--- src/rtl/led_pkg.sv ---
// led_pkg -- constants shared by the key conditioner and the LED rotator.
//   SPEED_W       width of the speed index (0..3)
//   PRESS_*       bit positions inside the press pulse vector
//   period_of()   speed index -> terminal count of the downstream step counter
//                 (the rotator steps every period+1 cycles)
package led_pkg;

  localparam int SPEED_W = 2;
  typedef logic [SPEED_W-1:0] speed_t;

  localparam speed_t SPEED_MIN   = 2'd0;
  localparam speed_t SPEED_MAX   = 2'd3;
  localparam speed_t SPEED_RESET = 2'd1;

  localparam int PRESS_W     = 3;
  localparam int PRESS_START = 0;
  localparam int PRESS_UP    = 1;
  localparam int PRESS_DOWN  = 2;

  // Step periods at 100 MHz: 2 s, 1 s, 0.5 s, 0.25 s.
  localparam logic [31:0] PERIOD_S0 = 32'd199_999_999;
  localparam logic [31:0] PERIOD_S1 = 32'd99_999_999;
  localparam logic [31:0] PERIOD_S2 = 32'd49_999_999;
  localparam logic [31:0] PERIOD_S3 = 32'd24_999_999;

  function automatic logic [31:0] period_of(input speed_t s);
    logic [31:0] p;
    case (s)
      2'd0:    p = PERIOD_S0;
      2'd1:    p = PERIOD_S1;
      2'd2:    p = PERIOD_S2;
      default: p = PERIOD_S3;
    endcase
    return p;
  endfunction

endpackage

--- src/rtl/key_debounce.sv ---
// key_debounce -- one raw push button to a clean one-cycle press pulse.
//   clk         system clock, rising edge
//   rst         asynchronous active-low reset
//   key         raw active-high button, asynchronous to clk
//   press       one-cycle pulse when the debounced level goes 0->1
//   long_pulse  one-cycle pulse once the debounced level has been high for
//               LONG_CYCLES cycles (only when LONG_EN, otherwise tied low)
// The key is double-flopped, then the debounced level only follows the
// synchronized input after DB_CYCLES consecutive disagreeing cycles.
module key_debounce
  import led_pkg::*;
#(
  parameter int DB_CYCLES   = 2_000_000,
  parameter int LONG_CYCLES = 100_000_000,
  parameter bit LONG_EN     = 1'b0
) (
  input  logic clk,
  input  logic rst,
  input  logic key,
  output logic press,
  output logic long_pulse
);

  localparam int DB_W = (DB_CYCLES > 1) ? $clog2(DB_CYCLES) : 1;
  localparam logic [DB_W-1:0] DB_LAST = DB_W'(DB_CYCLES - 1);

  logic            sync1_reg;
  logic            sync2_reg;
  logic            level_reg;
  logic [DB_W-1:0] db_cnt_reg;
  logic            press_reg;

  always_ff @(posedge clk or negedge rst) begin
    if (!rst) begin
      sync1_reg  <= 1'b0;
      sync2_reg  <= 1'b0;
      level_reg  <= 1'b0;
      db_cnt_reg <= '0;
      press_reg  <= 1'b0;
    end else begin
      sync1_reg <= key;
      sync2_reg <= sync1_reg;
      press_reg <= 1'b0;
      if (sync2_reg != level_reg) begin
        // Last disagreeing cycle: accept the new level; a rising accept
        // produces the press pulse alongside the level change.
        if (db_cnt_reg == DB_LAST) begin
          level_reg  <= sync2_reg;
          db_cnt_reg <= '0;
          press_reg  <= sync2_reg;
        end else begin
          db_cnt_reg <= db_cnt_reg + 1'b1;
        end
      end else begin
        // Any agreeing cycle means the input bounced back: start over.
        db_cnt_reg <= '0;
      end
    end
  end

  assign press = press_reg;

  generate
    if (LONG_EN) begin : g_long
      localparam int LG_W = (LONG_CYCLES > 1) ? $clog2(LONG_CYCLES) : 1;
      localparam logic [LG_W-1:0] LG_LAST = LG_W'(LONG_CYCLES - 1);

      logic [LG_W-1:0] hold_cnt_reg;
      logic            fired_reg;
      logic            long_reg;

      // The held counter stops once the long event has fired, so the event
      // happens at most once per press; release clears both.
      always_ff @(posedge clk or negedge rst) begin
        if (!rst) begin
          hold_cnt_reg <= '0;
          fired_reg    <= 1'b0;
          long_reg     <= 1'b0;
        end else begin
          long_reg <= 1'b0;
          if (!level_reg) begin
            hold_cnt_reg <= '0;
            fired_reg    <= 1'b0;
          end else if (!fired_reg) begin
            if (hold_cnt_reg == LG_LAST) begin
              long_reg  <= 1'b1;
              fired_reg <= 1'b1;
            end else begin
              hold_cnt_reg <= hold_cnt_reg + 1'b1;
            end
          end
        end
      end

      assign long_pulse = long_reg;
    end else begin : g_no_long
      assign long_pulse = 1'b0;
    end
  endgenerate

endmodule

--- src/rtl/key_conditioner.sv ---
// key_conditioner -- three raw buttons to run/speed/period control.
//   clk        system clock, 100 MHz, rising edge
//   rst        asynchronous active-low reset
//   key_start  raw start/pause button (short press toggles run,
//              long press forces run=0 and speed=1)
//   key_up     raw speed-up button (saturates at 3)
//   key_down   raw speed-down button (saturates at 0)
//   run        rotator advances while high
//   speed      current speed index 0..3
//   period     step-counter terminal count derived from speed
//   press      registered one-cycle accepted-press pulses {down, up, start}
module key_conditioner
  import led_pkg::*;
#(
  parameter int DB_CYCLES   = 2_000_000,
  parameter int LONG_CYCLES = 100_000_000
) (
  input  logic               clk,
  input  logic               rst,
  input  logic               key_start,
  input  logic               key_up,
  input  logic               key_down,
  output logic               run,
  output logic [SPEED_W-1:0] speed,
  output logic [31:0]        period,
  output logic [PRESS_W-1:0] press
);

  logic [PRESS_W-1:0] keys;
  logic [PRESS_W-1:0] db_press;
  logic [PRESS_W-1:0] db_long;
  logic               unused_long;

  assign keys[PRESS_START] = key_start;
  assign keys[PRESS_UP]    = key_up;
  assign keys[PRESS_DOWN]  = key_down;

  genvar gi;
  generate
    for (gi = 0; gi < PRESS_W; gi++) begin : g_key
      key_debounce #(
        .DB_CYCLES  (DB_CYCLES),
        .LONG_CYCLES(LONG_CYCLES),
        .LONG_EN    (gi == PRESS_START)
      ) u_debounce (
        .clk       (clk),
        .rst       (rst),
        .key       (keys[gi]),
        .press     (db_press[gi]),
        .long_pulse(db_long[gi])
      );
    end
  endgenerate

  // Only the start key has long-press detection; the other two outputs are
  // constant zero.
  assign unused_long = db_long[PRESS_UP] ^ db_long[PRESS_DOWN];

  logic               run_reg;
  speed_t             speed_reg;
  logic [31:0]        period_reg;
  logic [PRESS_W-1:0] press_reg;

  always_ff @(posedge clk or negedge rst) begin
    if (!rst) begin
      run_reg    <= 1'b0;
      speed_reg  <= SPEED_RESET;
      period_reg <= period_of(SPEED_RESET);
      press_reg  <= '0;
    end else begin
      press_reg  <= db_press;
      period_reg <= period_of(speed_reg);
      if (db_long[PRESS_START]) begin
        // Long press is the "home" gesture: it wins over everything else.
        run_reg   <= 1'b0;
        speed_reg <= SPEED_RESET;
      end else begin
        if (db_press[PRESS_START]) begin
          run_reg <= ~run_reg;
        end
        // Up and down together cancel out.
        if (db_press[PRESS_UP] && !db_press[PRESS_DOWN]) begin
          if (speed_reg != SPEED_MAX) speed_reg <= speed_reg + 1'b1;
        end else if (db_press[PRESS_DOWN] && !db_press[PRESS_UP]) begin
          if (speed_reg != SPEED_MIN) speed_reg <= speed_reg - 1'b1;
        end
      end
    end
  end

  assign run    = run_reg;
  assign speed  = speed_reg;
  assign period = period_reg;
  assign press  = press_reg;

endmodule

--- config.mk ---
export PLATFORM = sky130hd
export DESIGN_NAME = key_conditioner
export DESIGN_NICKNAME = d
export VERILOG_FILES = /design/src/rtl/led_pkg.sv /design/src/rtl/key_debounce.sv /design/src/rtl/key_conditioner.sv
export SDC_FILE = /design/constraint.sdc
export NUM_CORES = 1
export LEC_CHECK = 0
export CAP_MARGIN = 20
export CORE_ASPECT_RATIO = 1.4
export CORE_MARGIN = 2
export CORE_UTILIZATION = 23
export DETAILED_ROUTE_END_ITERATION = 12
export SLEW_MARGIN = 20
export SYNTH_ARGS = -nofsm -noshare
export SYNTH_HDL_FRONTEND = slang
export SYNTH_SLANG_ARGS = --single-unit
export TNS_END_PERCENT = 50
--- constraint.sdc ---
create_clock -name clk -period 5 [get_ports clk]
set_clock_uncertainty 0.05 [all_clocks]
set_input_delay 1 -clock clk [delete_from_list [all_inputs] [get_ports clk]]
set_output_delay 1 -clock clk [all_outputs]
set_load 0.01 [all_outputs]
==> run_results.csv <==
group,metric,value,unit
worst_setup_path,path_buf_inv,1,
outcome,status,"complete, but fails checks",
floorplanning,initial_utilization,0.2343,
worst_setup_path,worstPathRequired,3.95,ns
sta,fmax,0.3843,GHz
worst_setup_path,crit_path_top_delay_cell,"dfstp_2",
global_route,grt_antenna_before_repair,0,
global_route,grt_max_degree,82,
logic_synthesis,syn_area,0.005967,mm^2
clock_network,cts_setup_buffers,0,
clock_network,ctsResizeCount,0,
place,hpwl,8025,um
worst_setup_path,critPathTopFamily,"flip-flops",
global_route,grtUsageTotal,0.09347,
final_layout,drive_gt1_frac,0.08758,
worst_setup_path,crit_fanout,6,
floorplanning,dieHeight,194.6,um
detailed_routing,route.vias.total,4375,
final_layout,fillers,2635,
power_and_ir_drop,seq_power_share,0.446,
power_and_ir_drop,internal-power,0.001765,W
clock_network,cts-root-buf,"clkbuf_16",
power_and_ir_drop,p_clk_frac,0.530,
sta,rsz0062_at_grt,"no",
global_route,grt_pass1_vias,4397,
logic_synthesis,ys_seq_elements,121,
floorplanning,io_pins,43,
logic_synthesis,syn_avg_cell_area,9.995,um^2
place,gp_congestion,0.7664,
worst_setup_path,slowest_delay,0.58,ns
power_and_ir_drop,p_switching,0.0004693,W
final_layout,largest_reg_flops,63,
sta,relSlewSlack,0.4672,
sta,timing.final.crit_share,0.5204,
flow_run,maxCapViolations,0,
power_and_ir_drop,power.leakage,2.833,nW
detailed_routing,routed_wl,11720,um
power_and_ir_drop,p_comb_frac,0.023,
sta,final_hold_viol_count,0,
worst_setup_path,arrival,1.55,ns
clock_network,cts_tree,"done",
clock_network,cts_max_level,4,
logic_synthesis,synth_enable_flop_cells,0,
logic_synthesis,synth_top_area_share,0.4781,
min_path,hold_path_class,"reg -> reg",
power_and_ir_drop,power_density,316.8,mW/mm^2
worst_setup_path,crit_type,"reg -> out",
logic_synthesis,ys_async_sr_fraction,1.000,
sta,tns,0,ns
detailed_routing,drt_iter0_markers,251,
clock_network,cts_inserted_buffers,17,
clock_network,insertion_delay,0.42,ns
global_route,gr-total-overflow,0,
clock_network,clockBufferDepth,2,
logic_synthesis,synth_seq_area_share,0.5089,
logic_synthesis,synthDistinctLibCells,53,
logic_synthesis,synth_flop_cell,"dfrtp_1",
floorplanning,std_cell_rows,69,
worst_setup_path,start_kind,"flop",
detailed_routing,avgViaCountPerCell,4.620,
sta,setup_violations,0,
power_and_ir_drop,vdd_drop_max,246.5,uV
logic_synthesis,ys_warn_count,0,
worst_setup_path,crit_chain,"clkdlybuf4s50_1",
sta,maxSlewViolCount,0,
final_layout,n_antenna_cell,0,
sta,finalCriticalPeriod,2.602,ns
sta,whs,0.2942,ns
power_and_ir_drop,power_switching_share,0.2101,
detailed_routing,drt_first_pass_iters,10,
detailed_routing,route.detailed.drc,6,
sta,tightest_slew,0.7986,ns
final_layout,fin_util,0.2769,
place,port_buffers,27,
floorplanning,fp.coreArea,0.02547,mm^2
outcome,violations,"design-rule violations",
floorplanning,die_w,140.1,um
final_layout,nets,634,
final_layout,layout-area-overhead-vs-synth,18.18,%
detailed_routing,antenna_left,0,
logic_synthesis,synth.top_cells.by_area,"dfrtp_1 (48%), xnor2_1 (3.5%), nor2_1 (3.4%)",
worst_setup_path,cp-end-kind,"primary output",
clock_network,clk_pin_slew_worst_paths,0.05,ns
floorplanning,fp.dieArea,0.02727,mm^2
logic_synthesis,synth_cells,597,
global_route,grt_pass1_wl,20860,um
detailed_routing,routedWlPerCell,12.37,um
logic_synthesis,yosys.area.top_type,"dfrtp_1",
clock_network,cts_sinks,121,
clock_network,postCtsHoldBufs,0,
power by group through the flow:
stage / Clock (W) / Combinational (W) / Sequential [W]
after floorplan: 0 / 0.0000328 / 0.00101
after global placement: 0 / 0.0000534 / 0.00101
after detailed placement: 0 / 0.0000537 / 0.00101
after CTS: 0.00121 / 0.0000542 / 0.000997
after global routing: 0.00126 / 0.0000617 / 0.000998
final: 0.00118 / 0.0000519 / 0.000997
stage by stage:
step                worst slack (ns)  total power, W  instance area [um^2]  std cells
finish                         2.398        0.002234                  7052        947
global route                   2.364        0.002318                  7052        947
CTS                            2.381        0.002259                  7048        947
detailed placement             2.718        0.001068                  6477        917
global placement               2.733        0.001067                  6477        917
floorplan                      2.915        0.001045                  6016        610
cell usage after synthesis (5+ instances only):
cell / number
a21oi_1: 33
and2_1: 5
and3_1: 15
and4_1: 7
buf_4: 21
clkbuf_1: 21
dfrtp_1: 114
dfstp_2: 7
ha_1: 12
inv_1: 18
mux2i_1: 5
nand2_1: 32
nand2b_1: 7
nand3_1: 29
nand4_1: 23
nor2_1: 54
nor3_1: 8
nor4_1: 8
o21ai_0: 32
o31ai_1: 5
or3_1: 28
or4_1: 12
xnor2_1: 24
xor2_1: 20
per-layer routing:
layer  part of all wire  GRT usage  wire length [um]
met1               0.42     0.1040              4936
met2               0.52     0.1640              6067
met3              0.040    0.02636               464
met4              0.021    0.04452               248
met5                  0          0                 0
area by class of cell:
class                           count  area, um^2  area share
Sequential cell                   121        3037      0.4306
Tap cell                          319       399.1     0.05660
Inverter                           19       71.32     0.01011
Multi-Input combinational cell    426        2665      0.3779
Clock inverter                      8       96.34     0.01366
Clock buffer                       22       474.2     0.06725
Timing Repair Buffer               32       309.0     0.04383
cell families (layout without fill, tap and decap cells):
| kind of cell | Yosys count | in the layout | synth area share |
|---|---|---|---|
| buffers and inverters | 63 | 81 | 0.05326 |
| AND/OR/NAND/NOR | 255 | 255 | 0.2411 |
| multiplexers | 9 | 9 | 0.01594 |
| adder cells (fa/ha/maj) | 12 | 12 | 0.02516 |
| AO/OA/AOI/OAI | 91 | 91 | 0.08975 |
| flip-flops | 121 | 121 | 0.5089 |
| XOR/XNOR | 44 | 44 | 0.06458 |
| other | 2 | 15 | 0.001259 |
placed cells by master (no fill, tap or decap), types with 5 or more instances in the layout:
| cell | netlist | routed |
|---|---|---|
| dfrtp_1 | 114 | 114 |
| nor2_1 | 54 | 54 |
| a21oi_1 | 33 | 33 |
| nand2_1 | 32 | 32 |
| o21ai_0 | 32 | 31 |
| nand3_1 | 29 | 29 |
| or3_1 | 28 | 28 |
| clkdlybuf4s50_1 | 0 | 26 |
| xnor2_1 | 24 | 24 |
| nand4_1 | 23 | 23 |
| xor2_1 | 20 | 20 |
| inv_1 | 18 | 18 |
| clkbuf_16 | 0 | 17 |
| and3_1 | 15 | 15 |
| conb_1 | 2 | 15 |
| or4_1 | 12 | 12 |
| ha_1 | 12 | 12 |
| nor4_1 | 8 | 8 |
| nor3_1 | 8 | 8 |
| and4_1 | 7 | 7 |
| nand2b_1 | 7 | 7 |
| dfstp_2 | 7 | 7 |
| and2_1 | 5 | 5 |
| o31ai_1 | 5 | 5 |
| mux2i_1 | 5 | 5 |
| buf_4 | 21 | 5 |
worst paths after layout:
path / endpoint / startpoint / slack [ns] / cells after the start
hold reg to reg: g_key[1].u_debounce.sync2_reg$_DFF_PN0_ / g_key[1].u_debounce.sync1_reg$_DFF_PN0_ / 0.29 / 0
max in group asynchronous: speed[0]$_DFFE_PN1P_ / rst / 3.48 / 2
min in group asynchronous: g_key[0].u_debounce.g_long.hold_cnt_reg[21]$_DFFE_PN0P_ / rst / 0.58 / 1
setup / recovery: speed[0] / speed[0]$_DFFE_PN1P_ / 2.40 / 1
hold / removal: g_key[1].u_debounce.sync2_reg$_DFF_PN0_ / g_key[1].u_debounce.sync1_reg$_DFF_PN0_ / 0.29 / 0
setup reg to reg: g_key[0].u_debounce.g_long.hold_cnt_reg[22]$_DFFE_PN0P_ / g_key[0].u_debounce.g_long.hold_cnt_reg[1]$_DFFE_PN0P_ / 2.72 / 5
Power figures use the tool's default switching activity.
